==> src/rtl/sfifo_axis_burst_reader_if.sv <==
// AXI-Stream bundle for the burst reader's output; the master drives
// TVALID/TDATA/TLAST and samples TREADY.
interface sfifo_axis_burst_reader_if #(
  parameter int BW = 32
) ();
  logic          tvalid;
  logic          tready;
  logic [BW-1:0] tdata;
  logic          tlast;

  modport master (output tvalid, output tdata, output tlast, input tready);
  modport slave  (input tvalid, input tdata, input tlast, output tready);
endinterface

==> src/rtl/sfifo_axis_burst_reader.sv <==
// Drains an async-read synchronous FIFO into fixed-length AXI-Stream packets,
// flushing a lingering partial burst as a short packet after a timeout.
module sfifo_axis_burst_reader #(
  parameter int BW      = 32,
  parameter int LGFLEN  = 4,
  parameter int LGBURST = 4,
  parameter int TW      = 16
) (
  input  logic                 i_clk,
  input  logic                 i_reset,
  input  logic                 i_fifo_empty,
  input  logic [BW-1:0]        i_fifo_data,
  input  logic [LGFLEN:0]      i_fifo_fill,
  output logic                 o_fifo_rd,
  input  logic [LGBURST:0]     i_burst_len,
  input  logic [TW-1:0]        i_timeout,
  sfifo_axis_burst_reader_if.master m_axis,
  output logic                 o_busy
);

  localparam int CW = ((LGFLEN > LGBURST) ? LGFLEN : LGBURST) + 1;
  localparam logic [LGBURST:0] MAX_LEN = {1'b1, {LGBURST{1'b0}}};
  localparam logic [LGBURST:0] ONE_LEN = (LGBURST+1)'(1);

  typedef enum logic [1:0] {IDLE, BURST, FLUSH} state_e;

  state_e            state_q,  state_d;
  logic [LGBURST:0]  remain_q, remain_d;
  logic [TW-1:0]     timer_q,  timer_d;
  logic              tvalid_q, tvalid_d;
  logic              tlast_q,  tlast_d;
  logic [BW-1:0]     tdata_q,  tdata_d;

  logic [LGBURST:0]  eff_len;
  logic [LGBURST:0]  partial_len;
  logic [CW-1:0]     fill_ext;
  logic [CW-1:0]     eff_ext;
  logic              fifo_rd;
  logic              handshake;

  always_comb begin
    if (i_burst_len == '0)          eff_len = ONE_LEN;
    else if (i_burst_len > MAX_LEN) eff_len = MAX_LEN;
    else                            eff_len = i_burst_len;
  end

  assign fill_ext    = CW'(i_fifo_fill);
  assign eff_ext     = CW'(eff_len);
  assign partial_len = (fill_ext < eff_ext) ? fill_ext[LGBURST:0] : eff_len;
  assign handshake   = tvalid_q && m_axis.tready;

  // NOTE: every variable gets its default first so no path through the
  // case statement can leave one unassigned and infer a latch.
  always_comb begin
    state_d  = state_q;
    remain_d = remain_q;
    timer_d  = timer_q;
    tvalid_d = tvalid_q;
    tlast_d  = tlast_q;
    tdata_d  = tdata_q;
    fifo_rd  = 1'b0;

    if (handshake) begin
      tvalid_d = 1'b0;
      tlast_d  = 1'b0;
    end

    unique case (state_q)
      IDLE: begin
        if (fill_ext >= eff_ext) begin
          remain_d = eff_len;
          timer_d  = '0;
          state_d  = BURST;
        end else if (i_fifo_fill != '0 && i_timeout != '0 && timer_q == i_timeout) begin
          remain_d = partial_len;
          timer_d  = '0;
          state_d  = BURST;
        end else if (i_fifo_fill == '0) begin
          timer_d = '0;
        end else if (timer_q != '1) begin
          timer_d = timer_q + TW'(1);
        end
      end

      BURST: begin
        // A new beat may only replace the held one once it has been accepted.
        fifo_rd = !i_fifo_empty && (!tvalid_q || m_axis.tready) && remain_q != '0;
        if (fifo_rd) begin
          tdata_d  = i_fifo_data;
          tvalid_d = 1'b1;
          tlast_d  = (remain_q == ONE_LEN);
          remain_d = remain_q - ONE_LEN;
          if (remain_q == ONE_LEN) state_d = FLUSH;
        end
      end

      FLUSH: begin
        if (handshake && tlast_q) state_d = IDLE;
      end

      default: state_d = IDLE;
    endcase
  end

  // NOTE: sequential state uses non-blocking assignments so every flop
  // samples the pre-edge values regardless of statement order.
  always_ff @(posedge i_clk) begin
    // NOTE: the data register is reset too, so TDATA reads 0 out of reset
    // rather than whatever the last abandoned beat held.
    if (i_reset) begin
      state_q  <= IDLE;
      remain_q <= '0;
      timer_q  <= '0;
      tvalid_q <= 1'b0;
      tlast_q  <= 1'b0;
      tdata_q  <= '0;
    end else begin
      state_q  <= state_d;
      remain_q <= remain_d;
      timer_q  <= timer_d;
      tvalid_q <= tvalid_d;
      tlast_q  <= tlast_d;
      tdata_q  <= tdata_d;
    end
  end

  assign o_fifo_rd     = fifo_rd && !i_reset;
  assign o_busy        = (state_q != IDLE);
  assign m_axis.tvalid = tvalid_q;
  assign m_axis.tlast  = tlast_q;
  assign m_axis.tdata  = tdata_q;

endmodule

==> src/flat_wrapper.sv <==
// flat-port wrapper written by rule: the top's interface ports become plain ports
module sfifo_axis_burst_reader_flat 
#(
  parameter int BW      = 32,
  parameter int LGFLEN  = 4,
  parameter int LGBURST = 4,
  parameter int TW      = 16
)
  (i_clk, i_reset, i_fifo_empty, i_fifo_data, i_fifo_fill, o_fifo_rd, i_burst_len, i_timeout, o_busy, m_axis_tvalid, m_axis_tdata, m_axis_tlast, m_axis_tready);
  sfifo_axis_burst_reader_if #(.BW(BW)) m_axis_i ();
  input  logic i_clk;
  input  logic i_reset;
  input  logic i_fifo_empty;
  input  logic [BW-1:0] i_fifo_data;
  input  logic [LGFLEN:0] i_fifo_fill;
  output logic o_fifo_rd;
  input  logic [LGBURST:0] i_burst_len;
  input  logic [TW-1:0] i_timeout;
  output logic o_busy;
  output wire logic [$bits(m_axis_i.tvalid)-1:0] m_axis_tvalid;
  output wire logic [$bits(m_axis_i.tdata)-1:0] m_axis_tdata;
  output wire logic [$bits(m_axis_i.tlast)-1:0] m_axis_tlast;
  input wire logic [$bits(m_axis_i.tready)-1:0] m_axis_tready;
  assign m_axis_tvalid = m_axis_i.tvalid;
  assign m_axis_tdata = m_axis_i.tdata;
  assign m_axis_tlast = m_axis_i.tlast;
  assign m_axis_i.tready = m_axis_tready;
  sfifo_axis_burst_reader #(.BW(BW), .LGFLEN(LGFLEN), .LGBURST(LGBURST), .TW(TW)) u_core (.i_clk(i_clk), .i_reset(i_reset), .i_fifo_empty(i_fifo_empty), .i_fifo_data(i_fifo_data), .i_fifo_fill(i_fifo_fill), .o_fifo_rd(o_fifo_rd), .i_burst_len(i_burst_len), .i_timeout(i_timeout), .m_axis(m_axis_i), .o_busy(o_busy));
endmodule
==> config.mk <==
export PLATFORM = sky130hd
export DESIGN_NAME = sfifo_axis_burst_reader_flat
export DESIGN_NICKNAME = d
export VERILOG_FILES = /design/src/rtl/sfifo_axis_burst_reader_if.sv /design/src/rtl/sfifo_axis_burst_reader.sv /design/src/flat_wrapper.sv
export SDC_FILE = /design/constraint.sdc
export NUM_CORES = 1
export LEC_CHECK = 0
export ABC_AREA = 1
export BUFFER_PORTS_ARGS = -buffer_cell sky130_fd_sc_hd__buf_4
export CAP_MARGIN = 25
export CORE_ASPECT_RATIO = 1.5
export CORE_MARGIN = 3
export CORE_UTILIZATION = 50
export CTS_CLUSTER_DIAMETER = 120
export DETAILED_ROUTE_END_ITERATION = 10
export PLACE_DENSITY = 0.74
export SETUP_SLACK_MARGIN = 0.4
export SYNTH_ARGS = -nofsm -noshare
export SYNTH_HDL_FRONTEND = slang
export SYNTH_SLANG_ARGS = --single-unit
==> constraint.sdc <==
create_clock -name i_clk -period 2.5 [get_ports i_clk]
set_clock_uncertainty 0.1 [all_clocks]
set_input_delay 0.375 -clock i_clk [delete_from_list [all_inputs] [get_ports i_clk]]
set_output_delay 0.375 -clock i_clk [all_outputs]
set_load 0.05 [all_outputs]
==> impl_metrics.env, run 1 <==
export IMPL_grt_usage_pct=24.4
export IMPL_drc_errors=0
export IMPL_p_leak_uw=0.00225
export IMPL_routed_via_density=4.85
export IMPL_die_w_um=75.7
export IMPL_ant_nets=0
export IMPL_synthSimpleGateAreaFrac_pct=37.1
export IMPL_drv_slew=0
export IMPL_rsz0062_at_grt="true"
export IMPL_synth_top_area_share_pct=31.3
export IMPL_gp_congestion=0.888
export IMPL_ff2ff_setup_slack_ns=0.51
export IMPL_wl_met2_mm=5.24
export IMPL_hold_viol=0
export IMPL_cts_tree="done"
export IMPL_r2r_cells=12
export IMPL_worstHoldPathType="in2reg"
export IMPL_period_minus_slack_ns=2.00
export IMPL_route_met3_wl_um=455
export IMPL_required_ns=2.03
export IMPL_core_mm2=0.00699
export IMPL_power_density_mw_per_mm2=824
export IMPL_arrival_ns=1.52
export IMPL_syn_cell_area_mm2=0.00365
export IMPL_synth_area_leaders="dfxtp_1, nand2_1, inv_1"
export IMPL_cts_buffers=9
export IMPL_r2r_end="u_core.timer_q[6]"
export IMPL_status="complete, no violations"
export IMPL_numClockSinks=57
export IMPL_async_flop_share_pct=0
export IMPL_crit_fanout=4
export IMPL_crit_end="o_fifo_rd"
export IMPL_hold_slack_ns=0.215
export IMPL_final_common_cell="nand2_1"
export IMPL_cp_depth=6
export IMPL_die_area_mm2=0.00838
export IMPL_crit_type="reg2out"
export IMPL_antenna_found_initial=0
export IMPL_synth_xor_area_share_pct=1.92
export IMPL_synth_main_ff_cell="dfxtp_1"
export IMPL_cp_cell_sequence="inv_1, ha_1, nand3_1, nand3_2, nor2_2, buf_4"
export IMPL_ys_ff_latch=57
export IMPL_ys_warn_count=0
export IMPL_max_freq_mhz=501
export IMPL_cp_end_kind="output port"
export IMPL_worst_pin_slew_ns=0.397
export IMPL_placedCellCount=791
export IMPL_cts_hold_buf=0
export IMPL_slowest_stage="dfxtp_1"
export IMPL_slew_headroom_pct=73.6
export IMPL_layout_cells_non_filler=812
export IMPL_port_buffers=97
export IMPL_hpwl_mm=7.67
export IMPL_area_growth_pct=30.0
export IMPL_drt_first_pass_iters=4
export IMPL_ios=98
export IMPL_antenna_cells=0
export IMPL_initial_core_util_pct=52.2
export IMPL_crit_buf_inv=2
export IMPL_cp_top_family="flip-flops"
export IMPL_die_h_um=111
export IMPL_wl_per_cell_um=12.0
export IMPL_clk_pin_slew_ns=0.07
export IMPL_fin_crit_sh_pct=79.9
export IMPL_grt_overflow=0
export IMPL_cts_root_buffer="clkbuf_8"
export IMPL_wl_met1_mm=3.73
export IMPL_dr_total_vias=3938
export IMPL_routed_top_layer="met4"
export IMPL_muxShareOfSynthArea_pct=0
export IMPL_clk_path_buf_depth=2
export IMPL_row_count=37
export IMPL_grt_pass1_vias=3658
export IMPL_grt_max_degree=45
export IMPL_nNetsFinal=781
export IMPL_crit_path_start_kind="flip-flop"
export IMPL_r2r_start="u_core.timer_q[0]"
export IMPL_drive_gt1_share_pct=23.5
export IMPL_vdd_ir_drop_max_v=0.000589
export IMPL_clock_latency_ns=0.34
export IMPL_totalWireLength_mm=9.75
export IMPL_synth_fp_nets=678
export IMPL_htree_levels=3
export IMPL_synth_top_family_by_area="simple AND/OR/NAND/NOR gates"
export IMPL_grt_first_pass_wirelength_mm=16.1
export IMPL_drt_iter0_drc=223
export IMPL_synth_cell_types=31
export IMPL_post_synth_cell_area_avg_um2=6.01
export IMPL_synth_edf_count=0
export IMPL_synth_compound_area_share_pct=13.4
export IMPL_crit_start="u_core.remain_q[0]"
export IMPL_setup_viol=0
export IMPL_syn_inst=607
export IMPL_setup_tns_ns=0
export IMPL_ys_seq_area_share_pct=31.3
export IMPL_yosysTopAreaCell="dfxtp_1"
export IMPL_synth_fa_ha_area_share_pct=3.09
export IMPL_cap_violations=0
export IMPL_critPathMaxStageDelay_ns=0.36
export IMPL_layout_common_cells="nand2_1, buf_4, inv_1"
-- metrics by stage --
stage / power, µW / area [µm²] / util (%) / setup WS [ns]
after floorplan: 2580 / 3650 / - / 0.444
after global placement: 3100 / 4490 / 64.3 / 0.231
after detailed placement: 3130 / 4490 / 64.3 / 0.143
after CTS: 3900 / 4670 / 66.8 / 0.416
after global routing: 4200 / 4740 / 67.8 / 0.391
final: 3910 / 4740 / 67.8 / 0.502
-- worst min path at each step --
stage,start,to,slack (ns),cells past startpoint
finish,i_fifo_data[16],u_core.m_axis.tdata[16],0.22,3
CTS,i_fifo_data[27],u_core.m_axis.tdata[27],0.19,3
floorplan,i_reset,u_core.m_axis.tvalid,0.34,1
global route,i_fifo_data[21],u_core.m_axis.tdata[21],0.21,3
detailed placement,u_core.m_axis.tdata[3],u_core.m_axis.tdata[3],0.34,2
global placement,u_core.m_axis.tdata[23],u_core.m_axis.tdata[23],0.33,2
-- logic make-up after synthesis --
family,after synthesis
buffers and inverters,123
adders and majority gates,9
and+or+nand+nor,319
DFF,57
xor gates and xnor gates,8
AOI/OAI and AO/OA,91
-- worst reg2reg max path, stage by stage (launching register included) --
cell and delay [ns]:
dfxtp_4 0.39, ha_2 0.20, nand3_2 0.14, inv_2 0.10, nand2_1 0.07, clkinv_1 0.07, nand3b_1 0.11, nor2_2 0.20
nand3_4 0.13, nand2_8 0.12, buf_4 0.13, nand2_1 0.06, a21oi_2 0.13
-- power by group --
group	total, µW	internal, µW	switching (µW)
combinational	1890	639	1250
clock	745	382	363
sequential	1270	1120	148
total	3910	2140	1760
-- state kept, by name (all words and copies together) (netlist names) --
signal	cells
u_core.m_axis.tvalid	1
u_core.m_axis.tlast	1
u_core.timer_q	16
u_core.m_axis.tdata	32
u_core.remain_q	5
u_core.state_q	2
-- layout make-up --
| cell class | instances | area [µm²] |
|---|---|---|
| Inverter | 101 | 379 |
| Clock inverter | 5 | 31.3 |
| Sequential cell | 57 | 1160 |
| Fill cell | 660 | 2250 |
| Tap cell | 97 | 121 |
| Timing Repair Buffer | 114 | 856 |
| Multi-Input combinational cell | 427 | 2060 |
| Clock buffer | 11 | 141 |
-- synth_stat cells, types with 2 or more instances --
library cell / count
nand2_1: 172
inv_1: 94
nor2_1: 87
dfxtp_1: 57
a21oi_1: 41
o21ai_0: 39
nand3_1: 27
clkbuf_1: 16
nand4_1: 12
ha_1: 9
a21oi_2: 7
xor2_1: 7
inv_2: 6
nor3_1: 6
buf_2: 4
nand3_2: 3
nor2_2: 3
a31oi_1: 2
buf_6: 2
nor3b_1: 2
-- layer usage --
metal | up-vias | track usage (%)
li1 | 2087 | -
met1 | 1724 | 25.4
met2 | 106 | 43.9
met3 | 21 | 6.19
met4 | 0 | 10.4
met5 | - | 0
-- repair_timing --
| action | CTS | global route |
|---|---|---|
| cloned | 0 | 0 |
| setup endpoints to repair | 13 | 23 |
| pin swaps | 0 | 4 |
| buffers inserted | 0 | 5 |
| resized for setup | 2 | 16 |
(Power assumes the default switching activity.)
==> run 2, diff against run 1 <==
==> constraint.sdc (replaced) <==
create_clock -name i_clk -period 2.1 [get_ports i_clk]
set_clock_uncertainty 0.1 [all_clocks]
set_input_delay 0.315 -clock i_clk [delete_from_list [all_inputs] [get_ports i_clk]]
set_output_delay 0.315 -clock i_clk [all_outputs]
set_load 0.05 [all_outputs]
==> run 2 against run 1 <==
Wire length increased by 17%. Final cell count is 4.3% higher. Count of clock-buffer cells in the layout is the same. Highest routed layer unchanged. Largest power group unchanged. Largest cell class unchanged.
==> impl_metrics.env, run 2 (same netlist as run 1, synthesis figures left out) <==
export IMPL_gp_congestion=0.924
export IMPL_crit_type="reg2reg"
export IMPL_grt_first_pass_wirelength_mm=18.3
export IMPL_critPathMaxStageDelay_ns=0.35
export IMPL_numClockSinks=57
export IMPL_crit_path_start_kind="flip-flop"
export IMPL_die_w_um=75.7
export IMPL_cts_tree="done"
export IMPL_die_h_um=111
export IMPL_area_growth_pct=47.2
export IMPL_row_count=37
export IMPL_crit_fanout=6
export IMPL_antenna_found_initial=0
export IMPL_placedCellCount=804
export IMPL_cp_cell_sequence="ha_4, nand3_4, inv_2, nand2_2, clkinv_2, nand3b_1, nor2_2, nand3_4, buf_4, nand2_4, nand2_1, a21oi_1"
export IMPL_port_buffers=97
export IMPL_ios=98
export IMPL_hpwl_mm=7.80
export IMPL_power_density_mw_per_mm2=1020
export IMPL_clock_latency_ns=0.34
export IMPL_worst_pin_slew_ns=0.414
export IMPL_cts_root_buffer="clkbuf_8"
export IMPL_drt_iter0_drc=187
export IMPL_required_ns=2.27
export IMPL_period_minus_slack_ns=1.92
export IMPL_cts_hold_buf=0
export IMPL_initial_core_util_pct=52.2
export IMPL_cts_buffers=9
export IMPL_layout_cells_non_filler=847
export IMPL_slew_headroom_pct=72.4
export IMPL_final_common_cell="nand2_1"
export IMPL_largest_reg_flops=32
export IMPL_path_common_cell="nand3_4"
export IMPL_fin_crit_sh_pct=91.2
export IMPL_grt_max_degree=45
export IMPL_p_leak_uw=0.00252
export IMPL_slowest_stage="dfxtp_2"
export IMPL_drt_first_pass_iters=4
export IMPL_cap_violations=0
export IMPL_routed_via_density=5.02
export IMPL_grt_overflow=0
export IMPL_postPlaceCellArea_mm2=0.00463
export IMPL_clk_pin_slew_ns=0.07
export IMPL_nNetsFinal=816
export IMPL_layout_common_cells="nand2_1, buf_4, inv_1"
export IMPL_fin_area_mm2=0.00537
export IMPL_dr_total_vias=4249
export IMPL_arrival_ns=2.08
export IMPL_setup_tns_ns=0
export IMPL_clk_path_buf_depth=2
export IMPL_antenna_cells=0
export IMPL_drv_slew=0
export IMPL_status="complete, no violations"
export IMPL_htree_levels=3
export IMPL_post_route_util_pct=76.8
export IMPL_drc_errors=0
export IMPL_max_freq_mhz=522
export IMPL_totalWireLength_mm=11.4
export IMPL_drive_gt1_share_pct=33.6
export IMPL_core_mm2=0.00699
export IMPL_setup_viol=0
export IMPL_hold_viol=0
export IMPL_worstHoldPathType="in2reg"
export IMPL_grt_pass1_vias=4200
export IMPL_cp_end_kind="flip-flop"
export IMPL_rsz0062_at_grt="true"
export IMPL_grt_usage_pct=28.2
export IMPL_ant_nets=0
export IMPL_vdd_ir_drop_max_v=0.000959
export IMPL_die_area_mm2=0.00838
export IMPL_wl_per_cell_um=13.5
[run 2: cell count changes in the layout (fill, tap and decap cells not counted), moves of 8 or more]
cell / before / now
buf_4: 114 / 136
nand2_1: 172 / 153
nor2_4: 1 / 9
nor2_1: 85 / 75
buf_6: 0 / 9
nand2_2: 0 / 18
[run 2: critical path: cells and delay by family, from the launching register on]
kind	cells	cell delay [ns]
flops	1	0.35
compound gates	1	0.16
buf+inv	3	0.33
fa+ha+maj	1	0.17
simple gates	7	0.73
[run 2: final cells by class]
type / instances / area (µm²)
inverters: 101 / 395
well taps: 97 / 121
clock buffers: 11 / 141
repair buffers: 148 / 1170
fillers: 552 / 1620
flip-flops and latches: 57 / 1180
clock inverters: 5 / 78.8
multi-input cells: 428 / 2280
[run 2: path summary, 6_finish.rpt]
kind                                              start                       to  slack, ns  cells after the start
worst min-delay path                    i_fifo_data[16]  u_core.m_axis.tdata[16]       0.15                      3
worst max register to register        u_core.timer_q[1]        u_core.timer_q[8]       0.18                     12
worst min register to register  u_core.m_axis.tdata[16]  u_core.m_axis.tdata[16]       0.34                      2
worst max-delay path                  u_core.timer_q[1]        u_core.timer_q[8]       0.18                     12
[run 2: power by group]
group / internal [µW] / switching (µW)
registers: 1330 / 190
clock network: 698 / 434
logic: 1040 / 1780
total: 3070 / 2410
[run 2: what timing repair did]
| action | CTS | global route |
|---|---|---|
| buffers inserted | 20 | 5 |
| cloned | 2 | 0 |
| endpoints found under the setup margin | 25 | 25 |
| endpoints found under the hold margin | 0 | 0 |
| resized for setup | 76 | 22 |
| pin swaps | 23 | 7 |
[run 2: metrics by stage]
| step | total power, µW | hold WS (ns) | setup slack (ns) |
|---|---|---|---|
| 3_5_place_dp | 3800 | 0.336 | -0.0761 |
| 6_report | 5470 | 0.146 | 0.184 |
| 5_1_grt | 5780 | 0.139 | 0.0751 |
| 2_1_floorplan | 3110 | 0.277 | 0.219 |
| 3_3_place_gp | 3750 | 0.332 | -0.0153 |
| 4_1_cts | 5300 | 0.130 | 0.317 |
[run 2: per-layer routing]
layer / GRT usage [%] / vias to the layer above / share of wire [%] / wire length, µm
li1: - / 2164 / - / -
met1: 26.2 / 1893 / 35 / 3960
met2: 49.9 / 145 / 55 / 6240
met3: 8.29 / 47 / 5.6 / 636
met4: 19.0 / 0 / 5.3 / 605
met5: 0 / - / 0 / 0
